**config.mk**
```make
export PLATFORM = sky130hd
export DESIGN_NAME = egress_tx_ctrl_flat
export DESIGN_NICKNAME = d
export VERILOG_FILES = /design/src/rtl/egress_tx_ctrl_if.sv /design/src/rtl/egress_tx_ctrl.sv /design/src/flat_wrapper.sv
export SDC_FILE = /design/constraint.sdc
export NUM_CORES = 1
export LEC_CHECK = 0
export ABC_AREA = 1
export CAP_MARGIN = 15
export CORE_MARGIN = 3
export CORE_UTILIZATION = 52
export CTS_CLUSTER_SIZE = 30
export DETAILED_ROUTE_END_ITERATION = 10
export PLACE_DENSITY = 0.81
export SYNTH_ARGS = -nofsm -noshare
export SYNTH_HDL_FRONTEND = slang
export SYNTH_SLANG_ARGS = --single-unit
```
**constraint.sdc**
```tcl
create_clock -name clk -period 2.8 [get_ports clk]
set_input_delay 0.84 -clock clk [delete_from_list [all_inputs] [get_ports clk]]
set_output_delay 0.84 -clock clk [all_outputs]
set_load 0.02 [all_outputs]
```
**src/rtl/egress_tx_ctrl_if.sv**
```systemverilog
// egress_tx_ctrl_if: FIFO-side and MAC-side signals of the egress transmit sequencer.
//   master (controller): pops the pointer/data FIFOs, drives tx_en/txd, status and counters.
//   slave (environment): supplies FIFO flags/data and tx_pause, observes everything else.
interface egress_tx_ctrl_if;
    logic        ptr_fifo_empty;
    logic        ptr_fifo_rd;
    logic [15:0] ptr_fifo_dout;
    logic        data_fifo_rd;
    logic [7:0]  data_fifo_dout;
    logic        tx_pause;
    logic        tx_en;
    logic [7:0]  txd;
    logic        tx_busy;
    logic        frame_done;
    logic        len_err;
    logic [15:0] frame_cnt;
    logic [31:0] byte_cnt;
    modport master (
        input  ptr_fifo_empty, ptr_fifo_dout, data_fifo_dout, tx_pause,
        output ptr_fifo_rd, data_fifo_rd, tx_en, txd, tx_busy, frame_done, len_err, frame_cnt, byte_cnt
    );
    modport slave (
        output ptr_fifo_empty, ptr_fifo_dout, data_fifo_dout, tx_pause,
        input  ptr_fifo_rd, data_fifo_rd, tx_en, txd, tx_busy, frame_done, len_err, frame_cnt, byte_cnt
    );
endinterface

```
**src/rtl/egress_tx_ctrl.sv**
```systemverilog
// egress_tx_ctrl: pops a frame length, streams that many bytes from the data FIFO to the MAC, then holds an inter-frame gap.
//   clk, rstn  : clock, asynchronous active-low reset
//   bus        : egress_tx_ctrl_if.master (pointer/data FIFO pops, tx_en/txd, tx_busy, frame_done, len_err, frame_cnt, byte_cnt)
module egress_tx_ctrl #(
    parameter int unsigned IFG_BYTES = 12
) (
    input  logic              clk,
    input  logic              rstn,
    egress_tx_ctrl_if.master  bus
);
    typedef enum logic [2:0] {S_IDLE, S_PTR, S_LEN, S_DATA, S_TAIL, S_IFG} state_t;
    state_t      state_q, state_d;
    logic [11:0] rem_q, rem_d;
    logic [7:0]  ifg_q, ifg_d;
    logic        tail_q, tail_d;
    logic        len_err_d;
    logic        ptr_rd_q, data_rd_q, rd_d1_q, tx_en_q, busy_q, frame_done_q, len_err_q;
    logic [7:0]  txd_q;
    logic [15:0] frame_cnt_q;
    logic [31:0] byte_cnt_q;
    logic        last_byte;
    logic        unused_len_hi;
    assign unused_len_hi = ^bus.ptr_fifo_dout[15:12];
    // the byte in the pipeline's middle stage is the frame's last one once the FIFO read strobe has dropped
    assign last_byte = rd_d1_q & ~data_rd_q;
    always_comb begin
        state_d   = state_q;
        rem_d     = rem_q;
        ifg_d     = ifg_q;
        tail_d    = tail_q;
        len_err_d = 1'b0;
        unique case (state_q)
            S_IDLE: state_d = (!bus.ptr_fifo_empty && !bus.tx_pause) ? S_PTR : S_IDLE;
            S_PTR:  state_d = S_LEN;
            S_LEN: begin
                rem_d     = bus.ptr_fifo_dout[11:0];
                len_err_d = (bus.ptr_fifo_dout[11:0] == 12'd0);
                state_d   = len_err_d ? S_IDLE : S_DATA;
            end
            S_DATA: begin
                rem_d   = rem_q - 12'd1;
                tail_d  = 1'b0;
                state_d = (rem_q == 12'd1) ? S_TAIL : S_DATA;
            end
            S_TAIL: begin
                tail_d  = 1'b1;
                ifg_d   = 8'(IFG_BYTES);
                state_d = tail_q ? S_IFG : S_TAIL;
            end
            S_IFG: begin
                ifg_d   = ifg_q - 8'd1;
                state_d = (ifg_q == 8'd1) ? S_IDLE : S_IFG;
            end
            default: state_d = S_IDLE;
        endcase
    end
    // strobes are registered from the next state so they line up with the state they belong to
    always_ff @(posedge clk or negedge rstn) begin
        if (!rstn) begin
            state_q      <= S_IDLE;
            rem_q        <= '0;
            ifg_q        <= '0;
            tail_q       <= 1'b0;
            ptr_rd_q     <= 1'b0;
            data_rd_q    <= 1'b0;
            rd_d1_q      <= 1'b0;
            tx_en_q      <= 1'b0;
            txd_q        <= '0;
            busy_q       <= 1'b0;
            frame_done_q <= 1'b0;
            len_err_q    <= 1'b0;
            frame_cnt_q  <= '0;
            byte_cnt_q   <= '0;
        end else begin
            state_q      <= state_d;
            rem_q        <= rem_d;
            ifg_q        <= ifg_d;
            tail_q       <= tail_d;
            ptr_rd_q     <= (state_d == S_PTR);
            data_rd_q    <= (state_d == S_DATA);
            rd_d1_q      <= data_rd_q;
            tx_en_q      <= rd_d1_q;
            txd_q        <= rd_d1_q ? bus.data_fifo_dout : 8'h00;
            busy_q       <= (state_d != S_IDLE);
            frame_done_q <= last_byte;
            len_err_q    <= len_err_d;
            frame_cnt_q  <= frame_cnt_q + 16'(last_byte);
            byte_cnt_q   <= byte_cnt_q + 32'(rd_d1_q);
        end
    end
    assign bus.ptr_fifo_rd  = ptr_rd_q;
    assign bus.data_fifo_rd = data_rd_q;
    assign bus.tx_en        = tx_en_q;
    assign bus.txd          = txd_q;
    assign bus.tx_busy      = busy_q;
    assign bus.frame_done   = frame_done_q;
    assign bus.len_err      = len_err_q;
    assign bus.frame_cnt    = frame_cnt_q;
    assign bus.byte_cnt     = byte_cnt_q;
endmodule

```
**src/flat_wrapper.sv**
```systemverilog
// flat-port wrapper written by rule: the top's interface ports become plain ports
module egress_tx_ctrl_flat 
#(
    parameter int unsigned IFG_BYTES = 12
)
  (clk, rstn, bus_ptr_fifo_empty, bus_ptr_fifo_dout, bus_data_fifo_dout, bus_tx_pause, bus_ptr_fifo_rd, bus_data_fifo_rd, bus_tx_en, bus_txd, bus_tx_busy, bus_frame_done, bus_len_err, bus_frame_cnt, bus_byte_cnt);
  egress_tx_ctrl_if bus_i ();
  input  logic clk;
  input  logic rstn;
  input wire logic [$bits(bus_i.ptr_fifo_empty)-1:0] bus_ptr_fifo_empty;
  input wire logic [$bits(bus_i.ptr_fifo_dout)-1:0] bus_ptr_fifo_dout;
  input wire logic [$bits(bus_i.data_fifo_dout)-1:0] bus_data_fifo_dout;
  input wire logic [$bits(bus_i.tx_pause)-1:0] bus_tx_pause;
  output wire logic [$bits(bus_i.ptr_fifo_rd)-1:0] bus_ptr_fifo_rd;
  output wire logic [$bits(bus_i.data_fifo_rd)-1:0] bus_data_fifo_rd;
  output wire logic [$bits(bus_i.tx_en)-1:0] bus_tx_en;
  output wire logic [$bits(bus_i.txd)-1:0] bus_txd;
  output wire logic [$bits(bus_i.tx_busy)-1:0] bus_tx_busy;
  output wire logic [$bits(bus_i.frame_done)-1:0] bus_frame_done;
  output wire logic [$bits(bus_i.len_err)-1:0] bus_len_err;
  output wire logic [$bits(bus_i.frame_cnt)-1:0] bus_frame_cnt;
  output wire logic [$bits(bus_i.byte_cnt)-1:0] bus_byte_cnt;
  assign bus_i.ptr_fifo_empty = bus_ptr_fifo_empty;
  assign bus_i.ptr_fifo_dout = bus_ptr_fifo_dout;
  assign bus_i.data_fifo_dout = bus_data_fifo_dout;
  assign bus_i.tx_pause = bus_tx_pause;
  assign bus_ptr_fifo_rd = bus_i.ptr_fifo_rd;
  assign bus_data_fifo_rd = bus_i.data_fifo_rd;
  assign bus_tx_en = bus_i.tx_en;
  assign bus_txd = bus_i.txd;
  assign bus_tx_busy = bus_i.tx_busy;
  assign bus_frame_done = bus_i.frame_done;
  assign bus_len_err = bus_i.len_err;
  assign bus_frame_cnt = bus_i.frame_cnt;
  assign bus_byte_cnt = bus_i.byte_cnt;
  egress_tx_ctrl #(.IFG_BYTES(IFG_BYTES)) u_core (.clk(clk), .rstn(rstn), .bus(bus_i));
endmodule
```
# Yosys cells after proc, flatten, opt, wreduce, memory -nomap -nowiden
# Index checks and enable logic that the tools add are counted.
[word_totals]
regBits = 87
output_inout_bits = 62
elab_cells = 49
[classes]
addsub = 4
n_eq_ne = 9
mux = 11
bitwise = 2
reduce_logical = 9
[ops]
columns = ["op", "count"]
rows = [
  ["$add A32 B1 Y32", 1],
  ["$pmux W12 S2", 1],
  ["$pmux W3 S6", 1],
  ["$add A16 B1 Y16", 1],
  ["$pmux W8 S2", 1],
  ["$eq A12 B1 Y1 const B", 1],
  ["$logic_not A12 Y1", 1],
  ["$sub A12 B1 Y12 const B", 1],
  ["$eq A3 B2 Y1 const B", 3],
  ["$eq A8 B1 Y1 const B", 1],
  ["$mux W8", 1],
  ["$sub A8 B1 Y8 const B", 1],
  ["$eq A3 B1 Y1 const B", 2],
  ["$eq A3 B3 Y1 const B", 2],
  ["$mux W3", 2],
  ["$reduce_bool A2 Y1", 3],
  ["$logic_not A3 Y1", 1],
  ["$mux W1", 3],
  ["$reduce_bool A3 Y1", 1],
  ["$logic_not A1 Y1", 2],
  ["$mux W2", 1],
  ["$pmux W1 S2", 1],
  ["$and A1 B1 Y1", 1],
  ["$logic_and A1 B1 Y1", 1],
  ["$not A1 Y1", 1],
]

# Logic depth before layout (Yosys ltp)
# Gate-level depths: netlist of run 1.
[depth]
ltp_word = 5
ltp_mapped = 12
ltp_nobuf = 11

# Worst setup path before layout of run 1
# No wires, ideal clock.
[synth_path]
kind = "register to register"
from = "reg u_core.rd_d1_q"
to = "reg u_core.frame_cnt_q[14], in the netlist u_core.bus.frame_cnt[14]"
setup_time_ns = 0.123
t_arrival_ns = 1.855
required_time_ns = 2.677
setup_slack_ns = 0.822
stages_incl_launch_ff = 13
path_cell_list = "dfrtp_1 -> clkbuf_1 -> inv_1 -> nor2_1 -> ha_1 -> ha_1 -> nand2_1 -> nor2_1 -> nand3_1 -> nor2_2 -> nand2_1 -> o21ai_0 -> nand2_1"
[synth_between]
elab_chain_cells = 2
[synth_lines]
columns = ["element", "line_no", "text"]
rows = [
  ["start: declaration", "egress_tx_ctrl.sv:17", "logic ptr_rd_q, data_rd_q, rd_d1_q, tx_en_q, busy_q, frame_done_q, len_err_q;"],
  ["start signal: assignment", "egress_tx_ctrl.sv:81", "rd_d1_q <= data_rd_q;"],
  ["$and A1 B1 Y1", "egress_tx_ctrl.sv:25", "assign last_byte = rd_d1_q & ~data_rd_q;"],
  ["named net u_core.last_byte", "egress_tx_ctrl.sv:21", "logic last_byte;"],
  ["$add A16 B1 Y16", "egress_tx_ctrl.sv:87", "frame_cnt_q <= frame_cnt_q + 16'(last_byte);"],
  ["end signal: assignment", "egress_tx_ctrl.sv:87", ""],
  ["end: declaration", "egress_tx_ctrl.sv:19", "logic [15:0] frame_cnt_q;"],
]
# The timed path passes the listed nets, and every way through them passes these cells.
# A chain may end at the register's enable or synchronous reset.

# Worst setup path in the final report of run 1
[layout_path]
from = "reg u_core.byte_cnt_q[2], in the netlist u_core.bus.byte_cnt[2]"
to = "out bus_byte_cnt[2]"
[layout_lines]
columns = ["element", "line_no", "text"]
rows = [
  ["start: declaration", "egress_tx_ctrl.sv:20", "logic [31:0] byte_cnt_q;"],
  ["start signal: assignment", "egress_tx_ctrl.sv:88", "byte_cnt_q <= byte_cnt_q + 32'(rd_d1_q);"],
  ["end: declaration", "flat_wrapper.sv:22", "output wire logic [$bits(bus_i.byte_cnt)-1:0] bus_byte_cnt;"],
]
# No word-level cell between the ends.

==> results of run 1 <==
[report_power, final]
part | leakage [nW] | switching (mW) | total (mW) | internal (mW)
logic | 1.41 | 0.0457 | 0.0903 | 0.0446
registers | 1.11 | 0.00147 | 1.26 | 1.26
clock network | 0.103 | 0.431 | 0.955 | 0.524
[worst min-delay path by stage]
stage	end	slack (ns)
final	u_core.rd_d1_q	0.44
after CTS	u_core.rd_d1_q	0.44
after floorplan	u_core.bus.tx_en	0.38
after global placement	u_core.rd_d1_q	0.43
after detailed placement	u_core.rd_d1_q	0.42
after global routing	u_core.rd_d1_q	0.46
[cells by family (layout without fill, tap and decap cells)]
group           Yosys count  in the layout  synth area share
flops                    87             87            0.4935
fa+ha+maj                 8              8           0.02269
buf+inv                  70            172           0.06013
compound gates           35             35           0.04595
simple gates            296            296            0.3142
xor+xnor                 32             32           0.06353
[stage by stage]
| stage | util | cell area, µm² | worst slack, ns | cells | total power [mW] |
|---|---|---|---|---|---|
| after floorplan | - | 4412 | 0.8218 | 528 | 1.303 |
| after global placement | 0.6796 | 5415 | 0.6749 | 717 | 1.379 |
| after detailed placement | 0.6796 | 5415 | 0.5658 | 717 | 1.380 |
| after CTS | 0.7063 | 5628 | 0.3927 | 732 | 2.325 |
| after global routing | 0.7063 | 5628 | 0.3388 | 732 | 2.399 |
| final | 0.7063 | 5628 | 0.4161 | 732 | 2.307 |
[sequential cells by signal, indices dropped and copies added, names as in the netlist]
signal / cells
u_core.bus.byte_cnt: 32
u_core.bus.frame_cnt: 16
u_core.rem_q: 12
u_core.bus.txd: 8
u_core.ifg_q: 8
u_core.state_q: 3
u_core.bus.data_fifo_rd: 1
u_core.bus.frame_done: 1
u_core.bus.len_err: 1
u_core.bus.ptr_fifo_rd: 1
u_core.bus.tx_busy: 1
u_core.bus.tx_en: 1
u_core.rd_d1_q: 1
u_core.tail_q: 1
[cell usage after synthesis]
master    number  area share
nor3_1        14       0.016
nand2_2        3      0.0043
o21ai_0       17       0.019
a22oi_1        9       0.015
nand3b_1      12       0.020
and3_1         2      0.0028
a21oi_1        6      0.0068
nand2_4        1      0.0026
and2_1         1      0.0014
ha_1           8       0.023
nand4_1       12       0.017
nor2b_1        1      0.0014
dfrtp_1       87        0.49
nor2_2         5      0.0071
xor2_1        24       0.048
and2_0         1      0.0014
inv_1         63       0.054
nand2_1      140        0.12
nor3_2         1      0.0023
inv_2          3      0.0026
nor2_1        69       0.059
o22ai_1        1      0.0014
buf_2          2      0.0023
nand3_2        2      0.0045
a31oi_1        1      0.0014
nor3_4         3       0.011
clkbuf_1       2      0.0017
nand3_4        2      0.0079
o211ai_1       1      0.0017
nand3_1       23       0.026
xnor2_1        8       0.016
nor2_4         4       0.010
[area by class of cell]
class                   instances  share of cell area
clock buffers                  12             0.02579
clock inverters                 3             0.01201
inverters                      66             0.04402
multi-input cells             371              0.3499
flip-flops and latches         87              0.3868
well taps                     102             0.02268
repair buffers                 91              0.1587
[routing by layer]
metal | part of all wire | GRT usage | up-vias | routed length [µm]
li1 | - | - | 1870 | -
met1 | 0.41 | 0.2769 | 1799 | 4260
met2 | 0.51 | 0.3843 | 117 | 5285
met3 | 0.041 | 0.03929 | 22 | 420
met4 | 0.031 | 0.09478 | 0 | 316
met5 | 0 | 0 | - | 0
==> flow_summary_export.csv, run 1 <==
group,metric,value,unit
yosys,ys.warnings.count,0,
route,drt-initial-drc-count,203,
sta,layout_worst_path_cycle_share,0.8514,
placement,portBuffers,85,
route,drc,0,
global_route,grt_pass1_wl,17360,µm
yosys,postSynthAreaPerCell,8.356,µm²
route,post_drt_via_cell_ratio,5.202,
finish,seq_area,0.002177,mm²
yosys,ys_ff_latch,87,
setup_path,critPathTopFamily,"buffers and inverters",
worst_hold_path,hold_path.class,"reg -> reg",
worst_hold_path,hold_depth,0,
finish,fin_nets,662,
clock_tree,cts_made_buffers,9,
sta,fmax,419.5,MHz
clock_tree,tritoncts,"done",
setup_path,worstSetupPathType,"reg -> out",
setup_path,r2r-end,"u_core.bus.frame_cnt[14]",
setup_path,critical_path_depth,1,
power_and_ir_drop,power-per-cell-area,410.0,mW/mm²
finish,layout_common_cells,"nand2_1 (140), dfrtp_1 (87), clkdlybuf4s50_1 (84), nor2_1 (69), inv_1 (63)",
clock_tree,path_clk_slew,0.08,ns
setup_path,r2r_cells,11,
yosys,synth.distinct_cells,32,
finish,layout_commonest_cell,"nand2_1",
finish,drive_gt1_frac,0.06984,
worst_hold_path,min_from,"u_core.bus.data_fifo_rd",
route,drt_first_pass_iters,4,
yosys,syn-cell-area,0.004412,mm²
route,post_drt_wl_per_cell,14.05,µm
finish,fill_cells,620,
clock_tree,root_buffer,"clkbuf_8",
finish,area_growth,27.57,%
floorplan,die_area,0.009626,mm²
floorplan,rows,32,
clock_tree,cts_resized,0,
placement,dpl.hpwl,7855,µm
setup_path,crit_path_top_delay_cell,"clkdlybuf4s50_1",
finish,antenna_cells,0,
route,num_vias,3808,
global_route,grt_start_max_net_pins,43,
clock_tree,holdBufCountCts,0,
status,status,"completed",
route,drt-total-wl,10280,µm
setup_path,slowest_delay,0.68,ns
sta,hold_viol,0,
setup_path,crit_chain,"clkdlybuf4s50_1",
run,max_cap_violations,0,
sta,setup_viol,0,
setup_path,worstSetupStartpointType,"flip-flop",
sta,rsz0062_at_grt,"no",
floorplan,start_util,0.5537,
setup_path,critPathMaxFanout,6,
sta,finalMaxSlewViolations,0,
floorplan,dieWidth,98.11,µm
sta,skew,0.006970,ns
clock_tree,cts_sinks,87,
setup_path,startpoint,"u_core.bus.byte_cnt[2]",
clock_tree,clockBufferDepth,2,
setup_path,r2r_start,"u_core.rd_d1_q",
setup_path,end_kind,"output pin",
yosys,ys_seq_area_frac,0.4935,
sta,period_needed,2.384,ns
setup_path,critPathArrivalTime,1.54,ns
global_route,grt_overflow,0,
global_route,antenna_found_initial,0,
yosys,syn-num-nets,564,
yosys,synthCells,528,
power_and_ir_drop,leakage,2.622,nW
placement,globalplace.congestion,0.9303,
setup_path,crit_end,"bus_byte_cnt[2]",
setup_path,worstPathRequired,1.96,ns
floorplan,ios,90,
setup_path,cp_num_buf_inv,1,
global_route,track_usage,0.2234,
floorplan,core,0.007968,mm²
global_route,first_global_vias,3740,
route,ant_nets,0,
clock_tree,htree_levels,3,
sta,tns,0,ns
sta,whs,0.4425,ns
sta,worst_pin_slew,0.5216,ns
clock_tree,clock_latency,0.35,ns
power_and_ir_drop,ir_drop,0.2693,mV
sta,relSlewSlack,0.6510,
setup_path,r2r_slack,0.56,ns
clock_tree,postCtsSetupBuffers,0,
finish,multi_input_area,0.001969,mm²
floorplan,die_y,98.11,µm
No activity file was read; power rests on OpenSTA's default activity.
==> run 2, diff against run 1 <==
SKIP_LAST_GASP = 1   (was unset)
==> results of run 2 <==
No change in the layout: final DEF, timing and power equal those of run 1.
